===== config.mk =====
export PLATFORM = sky130hd
export DESIGN_NAME = usb_rx_ctrl
export DESIGN_NICKNAME = d
export VERILOG_FILES = /design/src/rtl/usb_rx_pkg.sv /design/src/rtl/rx_byte_counter.sv /design/src/rtl/usb_rx_ctrl.sv
export SDC_FILE = /design/constraint.sdc
export NUM_CORES = 1
export LEC_CHECK = 0
export ABC_AREA = 1
export CAP_MARGIN = 0
export CORE_AREA = 2 2 66 68
export CTS_CLUSTER_DIAMETER = 40
export CTS_CLUSTER_SIZE = 40
export DETAILED_ROUTE_END_ITERATION = 12
export DIE_AREA = 0 0 68 70
export RECOVER_POWER = 100
export SLEW_MARGIN = 40
export SYNTH_ARGS = -nofsm -noshare
export SYNTH_HDL_FRONTEND = slang
export SYNTH_SLANG_ARGS = --single-unit

===== constraint.sdc =====
create_clock -name clk -period 1.35 [get_ports clk]
set_clock_uncertainty 0.2 [all_clocks]
set_input_delay 0.27 -clock clk [delete_from_list [all_inputs] [get_ports clk]]
set_output_delay 0.27 -clock clk [all_outputs]
set_load 0.01 [all_outputs]

===== src/rtl/usb_rx_pkg.sv =====
// Shared definitions for the USB full-speed receive control path:
// FSM state encoding, PID codes, SYNC pattern and PID validation.
package usb_rx_pkg;

    localparam int CNT_W = 7;

    localparam logic [3:0] S_IDLE      = 4'd0;
    localparam logic [3:0] S_SYNC_WAIT = 4'd1;
    localparam logic [3:0] S_CHK_SYNC  = 4'd2;
    localparam logic [3:0] S_PID_WAIT  = 4'd3;
    localparam logic [3:0] S_CHK_PID   = 4'd4;
    localparam logic [3:0] S_DATA_WAIT = 4'd5;
    localparam logic [3:0] S_STORE     = 4'd6;
    localparam logic [3:0] S_HS_EOP    = 4'd7;
    localparam logic [3:0] S_DONE      = 4'd8;
    localparam logic [3:0] S_ERR       = 4'd9;
    localparam logic [3:0] S_EIDLE     = 4'd10;

    // Enum values are pinned to the fixed encodings above so the state
    // register stays stable across tool versions and netlist probes.
    typedef enum logic [3:0] {
        ST_IDLE      = S_IDLE,
        ST_SYNC_WAIT = S_SYNC_WAIT,
        ST_CHK_SYNC  = S_CHK_SYNC,
        ST_PID_WAIT  = S_PID_WAIT,
        ST_CHK_PID   = S_CHK_PID,
        ST_DATA_WAIT = S_DATA_WAIT,
        ST_STORE     = S_STORE,
        ST_HS_EOP    = S_HS_EOP,
        ST_DONE      = S_DONE,
        ST_ERR       = S_ERR,
        ST_EIDLE     = S_EIDLE
    } rx_state_t;

    localparam logic [3:0] PID_OUT   = 4'b0001;
    localparam logic [3:0] PID_IN    = 4'b1001;
    localparam logic [3:0] PID_DATA0 = 4'b0011;
    localparam logic [3:0] PID_DATA1 = 4'b1011;
    localparam logic [3:0] PID_ACK   = 4'b0010;
    localparam logic [3:0] PID_NAK   = 4'b1010;

    localparam logic [7:0] SYNC_BYTE = 8'h80;

    function automatic logic pid_valid(input logic [7:0] pid_byte);
        logic code_ok;
        case (pid_byte[3:0])
            PID_OUT, PID_IN, PID_DATA0, PID_DATA1, PID_ACK, PID_NAK: code_ok = 1'b1;
            default:                                                 code_ok = 1'b0;
        endcase
        return code_ok && (pid_byte[7:4] == ~pid_byte[3:0]);
    endfunction

endpackage


===== src/rtl/rx_byte_counter.sv =====
// Counts bytes stored after the PID; clears on command and saturates at MAX_BYTES.
module rx_byte_counter
    import usb_rx_pkg::*;
#(
    parameter int unsigned MAX_BYTES = 66
) (
    input  logic             clk,
    input  logic             n_rst,
    input  logic             clear,
    input  logic             enable,
    output logic [CNT_W-1:0] count,
    output logic             at_max
);

    localparam logic [CNT_W-1:0] MAX_CNT = CNT_W'(MAX_BYTES);

    logic [CNT_W-1:0] count_q, count_d;

    always_comb begin
        count_d = count_q;
        if (clear) begin
            count_d = '0;
        end else if (enable && (count_q != MAX_CNT)) begin
            count_d = count_q + 1'b1;
        end
    end

    always_ff @(posedge clk or negedge n_rst) begin
        if (!n_rst) begin
            count_q <= '0;
        end else begin
            count_q <= count_d;
        end
    end

    assign count  = count_q;
    assign at_max = (count_q == MAX_CNT);

endmodule


===== src/rtl/usb_rx_ctrl.sv =====
// Receive control FSM: checks SYNC and PID, gates payload bytes into the
// RX FIFO, enforces packet length and reports done / sticky error.
module usb_rx_ctrl
    import usb_rx_pkg::*;
#(
    parameter int unsigned MAX_BYTES = 66   // must not exceed 127 (7-bit count)
) (
    input  logic             clk,
    input  logic             n_rst,
    input  logic             d_edge,
    input  logic             shift_enable,
    input  logic             eop,
    input  logic             byte_received,
    input  logic [7:0]       rcv_data,
    output logic             rcving,
    output logic             w_enable,
    output logic             r_error,
    output logic             rx_done,
    output logic [3:0]       rx_pid,
    output logic [CNT_W-1:0] byte_cnt
);

    localparam logic [CNT_W-1:0] MAX_CNT = CNT_W'(MAX_BYTES);

    rx_state_t        state_q, state_d;
    logic             w_enable_q, w_enable_d;
    logic             rx_done_q, rx_done_d;
    logic [3:0]       rx_pid_q, rx_pid_d;

    logic             eopq;
    logic             cnt_clear, cnt_enable, cnt_at_max;
    logic [CNT_W-1:0] cnt;
    logic             is_token, len_ok;

    assign eopq     = eop & shift_enable;
    assign is_token = (rx_pid_q == PID_OUT) || (rx_pid_q == PID_IN);
    assign len_ok   = is_token ? (cnt == CNT_W'(2))
                               : ((cnt >= CNT_W'(2)) && (cnt <= MAX_CNT));

    rx_byte_counter #(
        .MAX_BYTES (MAX_BYTES)
    ) u_byte_counter (
        .clk    (clk),
        .n_rst  (n_rst),
        .clear  (cnt_clear),
        .enable (cnt_enable),
        .count  (cnt),
        .at_max (cnt_at_max)
    );

    always_comb begin
        state_d    = state_q;
        rx_pid_d   = rx_pid_q;
        cnt_clear  = 1'b0;
        cnt_enable = 1'b0;
        case (state_q)
            ST_IDLE: begin
                if (d_edge) state_d = ST_SYNC_WAIT;
            end
            ST_SYNC_WAIT: begin
                if (eopq)               state_d = ST_ERR;
                else if (byte_received) state_d = ST_CHK_SYNC;
            end
            ST_CHK_SYNC: begin
                state_d = (rcv_data == SYNC_BYTE) ? ST_PID_WAIT : ST_ERR;
            end
            ST_PID_WAIT: begin
                if (eopq)               state_d = ST_ERR;
                else if (byte_received) state_d = ST_CHK_PID;
            end
            ST_CHK_PID: begin
                if (pid_valid(rcv_data)) begin
                    rx_pid_d  = rcv_data[3:0];
                    cnt_clear = 1'b1;
                    if ((rcv_data[3:0] == PID_ACK) || (rcv_data[3:0] == PID_NAK)) begin
                        state_d = ST_HS_EOP;
                    end else begin
                        state_d = ST_DATA_WAIT;
                    end
                end else begin
                    state_d = ST_ERR;
                end
            end
            ST_DATA_WAIT: begin
                // EOP takes priority: a byte arriving alongside it is dropped
                if (eopq)               state_d = len_ok ? ST_DONE : ST_EIDLE;
                else if (byte_received) state_d = ST_STORE;
            end
            ST_STORE: begin
                if (cnt_at_max) begin
                    state_d = ST_ERR;
                end else begin
                    cnt_enable = 1'b1;
                    state_d    = ST_DATA_WAIT;
                end
            end
            ST_HS_EOP: begin
                if (eopq)               state_d = ST_DONE;
                else if (byte_received) state_d = ST_ERR;
            end
            ST_DONE: begin
                state_d = ST_IDLE;
            end
            ST_ERR: begin
                if (eopq) state_d = ST_EIDLE;
            end
            ST_EIDLE: begin
                if (d_edge) state_d = ST_SYNC_WAIT;
            end
            default: begin
                state_d = ST_IDLE;
            end
        endcase
    end

    // Strobes are registered off the current state, so each appears one
    // cycle after STORE / DONE is entered and never depends on an input.
    always_comb begin
        w_enable_d = (state_q == ST_STORE) && !cnt_at_max;
        rx_done_d  = (state_q == ST_DONE);
    end

    always_ff @(posedge clk or negedge n_rst) begin
        if (!n_rst) begin
            state_q    <= ST_IDLE;
            w_enable_q <= 1'b0;
            rx_done_q  <= 1'b0;
            rx_pid_q   <= 4'h0;
        end else begin
            state_q    <= state_d;
            w_enable_q <= w_enable_d;
            rx_done_q  <= rx_done_d;
            rx_pid_q   <= rx_pid_d;
        end
    end

    assign rcving   = (state_q == ST_SYNC_WAIT) || (state_q == ST_CHK_SYNC) ||
                      (state_q == ST_PID_WAIT)  || (state_q == ST_CHK_PID)  ||
                      (state_q == ST_DATA_WAIT) || (state_q == ST_STORE)    ||
                      (state_q == ST_HS_EOP)    || (state_q == ST_ERR);
    assign r_error  = (state_q == ST_ERR) || (state_q == ST_EIDLE);
    assign w_enable = w_enable_q;
    assign rx_done  = rx_done_q;
    assign rx_pid   = rx_pid_q;
    assign byte_cnt = cnt;

endmodule

==> metrics, run 1 <==
status complete, but fails checks; failing checks negative setup slack; Routed Antenna Nets 0; max-slew violation count 0; Routed WL about 3.6 mm; VDD IR max roughly 0.00068 V; min-delay worst type in -> reg; Clock Latency Late Sink about 250 ps; synthesis warning total 0; Syn Std Cell Area about 1200 µm²; fraction of layout instances using a drive strength above 1 0.516; worst r2r src state_q[2]; routed len/inst roughly 12 µm; H-tree depth 1; LEAKAGE approximately 1.1 nW; Core Footprint between 4000 and 5000 µm²; Num CTS Buffers 3; Reg clk slew, reported paths ~60 ps; max_cap viols 0; Setup crit start kind register; synth unique cells 25; Placer Congestion around 0.87; WP depth 10; top cells by area, synth dfrtp_1 (37%), nand2_1 (16%), nor2_1 (7.5%), inv_1 (7.1%), nand3_1 (5.2%); Final Net Count around 270; die area between 4000 and 5000 µm²; Slew headroom 0.710; CTS root buffer clkbuf_8; # DRC 0; flop2flop setup slack -320 ps; R2R Path End u_byte_counter.count[5]; slowest stage delay, CP 420 ps; dpl cells between 200 and 300; ant diodes 0; Post-CTS Hold Buffers 0; r2r worst-path depth 10; vias in the first global route between 1000 and 1500; Worst Path Max Fanout 7; Final Cycle Share 1.24; initial antenna violation count 0; crit path cell chain inv_2 -> buf_6 -> nor2_4 -> inv_4 -> nor2_4 -> nand2_4 -> inv_4 -> nand2_2 -> o21ai_2 -> a21oi_2; Top Ports 29; CTS sink count 17; GRT Total Usage 0.156; Power Total between 0.003 and 0.004 W; hold worst-path end rx_pid[1]; Crit-path slowest cell dfrtp_2; Placement Cell Area between 1500 and 2000 µm²; Arrival @ worst endpoint 1610 ps; Syn Inst Count between 150 and 200; syn_area_per_cell ~6.6 µm²; Min Hold Slack around 250 ps; Final min period between 1500 and 2000 ps; Critical path buffers and inverters 4; die width 68 µm; Buffers on Ports 28; syn nets ~190; hold path start rcv_data[1]; final worst slack -319 ps; final cell count without fillers ~310; Final Setup Violations 20; CTS Buffer Depth 2; kind of critical path reg -> reg; Hold Path Cell Cnt 4; Synth top area share 0.367; final hold vios 0; GRT overflow 0; synthesis-stage register bit count 17; DR vias around 1400; transition time of the tightest slew-check pin approximately 440 ps; Cell Rows 24; vias per cell approximately 4.5; Worst Setup End Kind register; kind of cell adding the most delay to the critical path flip-flops; post-synth top area cell dfrtp_1; Required @ worst endpoint approximately 1300 ps; initial core utilization 0.280; First DRT Iteration DRCs 26; dpl hpwl about 2.5 mm; P per Cell Area between 1000 and 1500 nW/µm²; Layout area overhead 86.3%; First-pass DRT Iterations 4; Setup WS pre-CTS -575 ps; fmax between 500 and 600 MHz; chip height around 70 µm; post-synthesis sequential area ratio 0.367; largest net degree at the start of global routing 18; first-pass GRT wire length 5.78 mm; Design Area, Final approximately 2200 µm²; CTS tree built; RSZ-0062 raised after global routing yes
worst register-to-register path, stage by stage, from the launching register on:
cell,delay (ps)
dfrtp_2,420
inv_2,60
buf_6,120
nor2_4,130
inv_4,60
nor2_4,100
nand2_4,120
inv_4,100
nand2_2,60
o21ai_2,140
a21oi_2,50
state kept, by name, summed over array words and instances (netlist names):
| name | count |
|---|---|
| u_byte_counter.count | 7 |
| rx_done | 1 |
| w_enable | 1 |
| state_q | 4 |
| rx_pid | 4 |
worst max-delay path by stage:
| stage | from | slack (ps) | end |
|---|---|---|---|
| finish | state_q[2] | -320 | u_byte_counter.count[5] |
| CTS | state_q[0] | -310 | rcving |
| global placement | rcv_data[1] | -550 | rx_pid[1] |
| global route | state_q[2] | -380 | u_byte_counter.count[5] |
| detailed placement | rcv_data[0] | -580 | u_byte_counter.count[5] |
| floorplan | state_q[1] | -80 | u_byte_counter.count[3] |
metrics by stage:
stage / TNS [ps] / utilization
after floorplan: -628 / -
after global placement: -8980 / 0.431
after detailed placement: -9290 / 0.431
after CTS: -4720 / 0.478
after global routing: -6100 / 0.521
final: -4570 / 0.521
cell usage after synthesis (all sizes together):
cell,instances
a31oi,1
nand3b,1
xnor2,1
dfrtp,17
nor3,10
nand2,50
o31ai,1
o21ai,16
nor2,26
ha,2
nand4,2
a21o,1
and3,1
nand3,12
inv,28
a21oi,4
xor2,1
buf,1
cells in the final DEF, fill, tap and decap left out, drive strengths merged:
cell type,Yosys,routed
nand2,50,50
ha,2,2
and3,1,1
nor2,26,26
clkdlybuf4s50,0,7
buf,1,54
clkdlybuf4s15,0,2
inv,28,28
nand3b,1,1
a21oi,4,4
o31ai,1,1
dfrtp,17,17
a31oi,1,1
o21ai,16,16
nand3,12,12
a21o,1,1
xnor2,1,1
nor3,10,10
clkbuf,0,11
dlygate4sd3,0,1
xor2,1,1
nand4,2,2
dlymetal6s2s,0,5
kinds of logic (layout without fill, tap and decap cells):
| kind of cell | Yosys count | in the layout | share of synthesized area |
|---|---|---|---|
| AO/OA/AOI/OAI | 23 | 23 | 0.112 |
| AND/OR/NAND/NOR | 102 | 102 | 0.383 |
| adder cells (fa/ha/maj) | 2 | 2 | 0.0216 |
| buffers and inverters | 29 | 108 | 0.100 |
| XOR/XNOR | 2 | 2 | 0.0151 |
| flip-flops | 17 | 17 | 0.367 |
layer usage:
metal	wire length (µm)	track usage
met1	1590	0.207
met2	1840	0.261
met3	140	0.0274
met4	51	0.0311
met5	0	0
power by group:
part / leakage, nW / switching [W] / internal [W]
combinational: 0.885 / 0.00108 / 0.000974
sequential: 0.209 / 0.000168 / 0.000639
clock: 0.0228 / 0.000157 / 0.000209
layout make-up:
class | instances | area [µm²]
Clock buffer | 4 | 45.0
Fill cell | 411 | 1990
Inverter | 28 | 115
Multi-Input combinational cell | 129 | 831
Sequential cell | 17 | 434
Tap cell | 52 | 65.1
Timing Repair Buffer | 76 | 668
timing repair:
action	CTS	global route
setup endpoints to repair	31	28
setup buffers	13	4
gates resized for setup	79	63
pin swaps	8	16
Power figures use the tool's default switching activity.
==> inputs of run 2 (changes only) <==
--- a/config.mk
+++ b/config.mk
@@ -12,7 +12,7 @@
 export CTS_CLUSTER_SIZE = 40
 export DETAILED_ROUTE_END_ITERATION = 12
 export DIE_AREA = 0 0 68 70
-export RECOVER_POWER = 100
+export GPL_TIMING_DRIVEN = 0
 export SLEW_MARGIN = 40
 export SYNTH_ARGS = -nofsm -noshare
 export SYNTH_HDL_FRONTEND = slang
==> run 2 against run 1 <==
- the flow still finishes with violations (negative setup slack)
- non-clock buffer count shrank 10
- sequential cell count is the same
- die area is the same
- register-to-register slack gained 30 ps
- cell count shrank 3.3%
- sequential power shrank 9.9%
- maximum frequency grew 0.50%
- first-iteration DRC count grew 100%
- clock-buffer cell count is the same
- global-route usage grew 0.44 points
- critical path depth shrank 4
- critical path type is now reg -> out
- largest cell class unchanged
- largest power group unchanged
==> metrics, run 2 (synthesized netlist as in run 1, its figures left out) <==
status complete, but fails checks; failing checks negative setup slack; Buffers on Ports 28; Routed Antenna Nets 0; fmax around 600 MHz; first-pass GRT wire length about 5.9 mm; R2R Path End u_byte_counter.count[0]; max_cap viols 0; First DRT Iteration DRCs 52; Slew headroom 0.738; ant diodes 0; Reg clk slew, reported paths 70 ps; die area roughly 4800 µm²; P per Cell Area 1620 nW/µm²; initial core utilization 0.280; First-pass DRT Iterations 4; TNS Setup -4560 ps; Routed WL approximately 3.7 mm; Worst Setup End Kind output pin; Layout area overhead 75.1%; GRT Total Usage 0.160; commonest non-fill, non-tap cell in the layout nand2_1; transition time of the tightest slew-check pin approximately 400 ps; die width 68 µm; hold worst-path end rx_pid[3]; worst r2r src u_byte_counter.count[5]; LEAKAGE 1.04 nW; # DRC 0; Setup crit start kind register; Worst Path Max Fanout 3; Min Hold Slack roughly 210 ps; commonest cells after routing, fill and taps aside nand2_1 (33), buf_4 (22), buf_6 (20); Clock Latency Late Sink roughly 250 ps; initial antenna violation count 0; Final Cycle Share 1.23; largest net degree at the start of global routing 18; Hold Path Cell Cnt 3; Placer Congestion around 0.86; Final Net Count roughly 260; final hold vios 0; vias per cell around 4.6; fillers roughly 410; VDD IR max around 0.00075 V; r2r worst-path depth 9; chip height about 70 µm; CTS tree built; Final min period roughly 1700 ps; CTS sink count 17; Required @ worst endpoint about 880 ps; Cell Rows 24; vias in the first global route approximately 1300; Core Footprint roughly 4100 µm²; CTS Buffer Depth 2; min-delay worst type in -> reg; flop2flop setup slack -290 ps; fraction of layout instances using a drive strength above 1 0.484; Final Setup Violations 23; final worst slack -310 ps; dpl hpwl around 2.1 mm; Num CTS Buffers 3; H-tree depth 1; CTS root buffer clkbuf_8; Setup WS pre-CTS -618 ps; Post-Route Utilization 0.489; hold path start rcv_data[3]; RSZ-0062 raised after global routing yes; GRT overflow 0; Arrival @ worst endpoint ~1200 ps; max-slew violation count 0; Top Ports 29; routed len/inst approximately 12 µm; kind of critical path reg -> out; max reg flops 7; DR vias between 1000 and 1500
## run 2: how the worst max path moves through the flow
stage,cells after the start,slack [ps],endpoint,start
5_1_grt,6,-400,rcving,state_q[2]
6_report,6,-310,rcving,state_q[2]
3_5_place_dp,10,-620,rx_pid[1],rcv_data[1]
3_3_place_gp,10,-620,rx_pid[1],rcv_data[1]
4_1_cts,6,-290,rcving,state_q[3]
2_1_floorplan,6,-80,u_byte_counter.count[3],state_q[1]
## run 2: layer usage
layer	global-route usage	wire length, µm	vias to the layer above
met1	0.204	1620	610
met4	0.0600	110	0
met2	0.258	1820	30
met3	0.0370	126	10
li1	-	-	698
met5	0	0	-
## run 2: power by group
part           total [W]  switching (W)  internal (W)  leakage (nW)
combinational    0.00217        0.00118      0.000992         0.806
sequential      0.000727      0.0000950      0.000632         0.211
clock           0.000378       0.000168      0.000209        0.0228
## run 2: through the flow
step	power, W	cells	instance area, µm²
3_3_place_gp	0.00199	255	1530
6_report	0.00328	296	2030
4_1_cts	0.00299	288	1900
3_5_place_dp	0.00198	255	1530
5_1_grt	0.00354	296	2030
2_1_floorplan	0.00156	175	1180
## run 2: layout make-up
| class | count | area [µm²] | share of cell area |
|---|---|---|---|
| Clock buffer | 4 | 45.0 | 0.0222 |
| Tap cell | 52 | 65.1 | 0.0321 |
| Buffer | 1 | 11.3 | 0.00555 |
| Timing Repair Buffer | 65 | 567 | 0.279 |
| Sequential cell | 17 | 433 | 0.213 |
| Inverter | 28 | 123 | 0.0605 |
| Multi-Input combinational cell | 129 | 785 | 0.387 |
## run 2: critical path: stages, from the launching register on
cell and delay [ps]:
dfrtp_1 400, buf_6 140, nor2_4 110, nand2_2 70
nand2_2 70, inv_2 30, buf_6 100
## run 2: repair_timing
action | in CTS | in global routing
setup buffers | 28 | 9
setup endpoints to repair | 30 | 25
endpoints found under the hold margin | 0 | 17
gates resized for setup | 109 | 30
hold buffers | 0 | 1
pin swaps | 21 | 16
cloned | 1 | 0
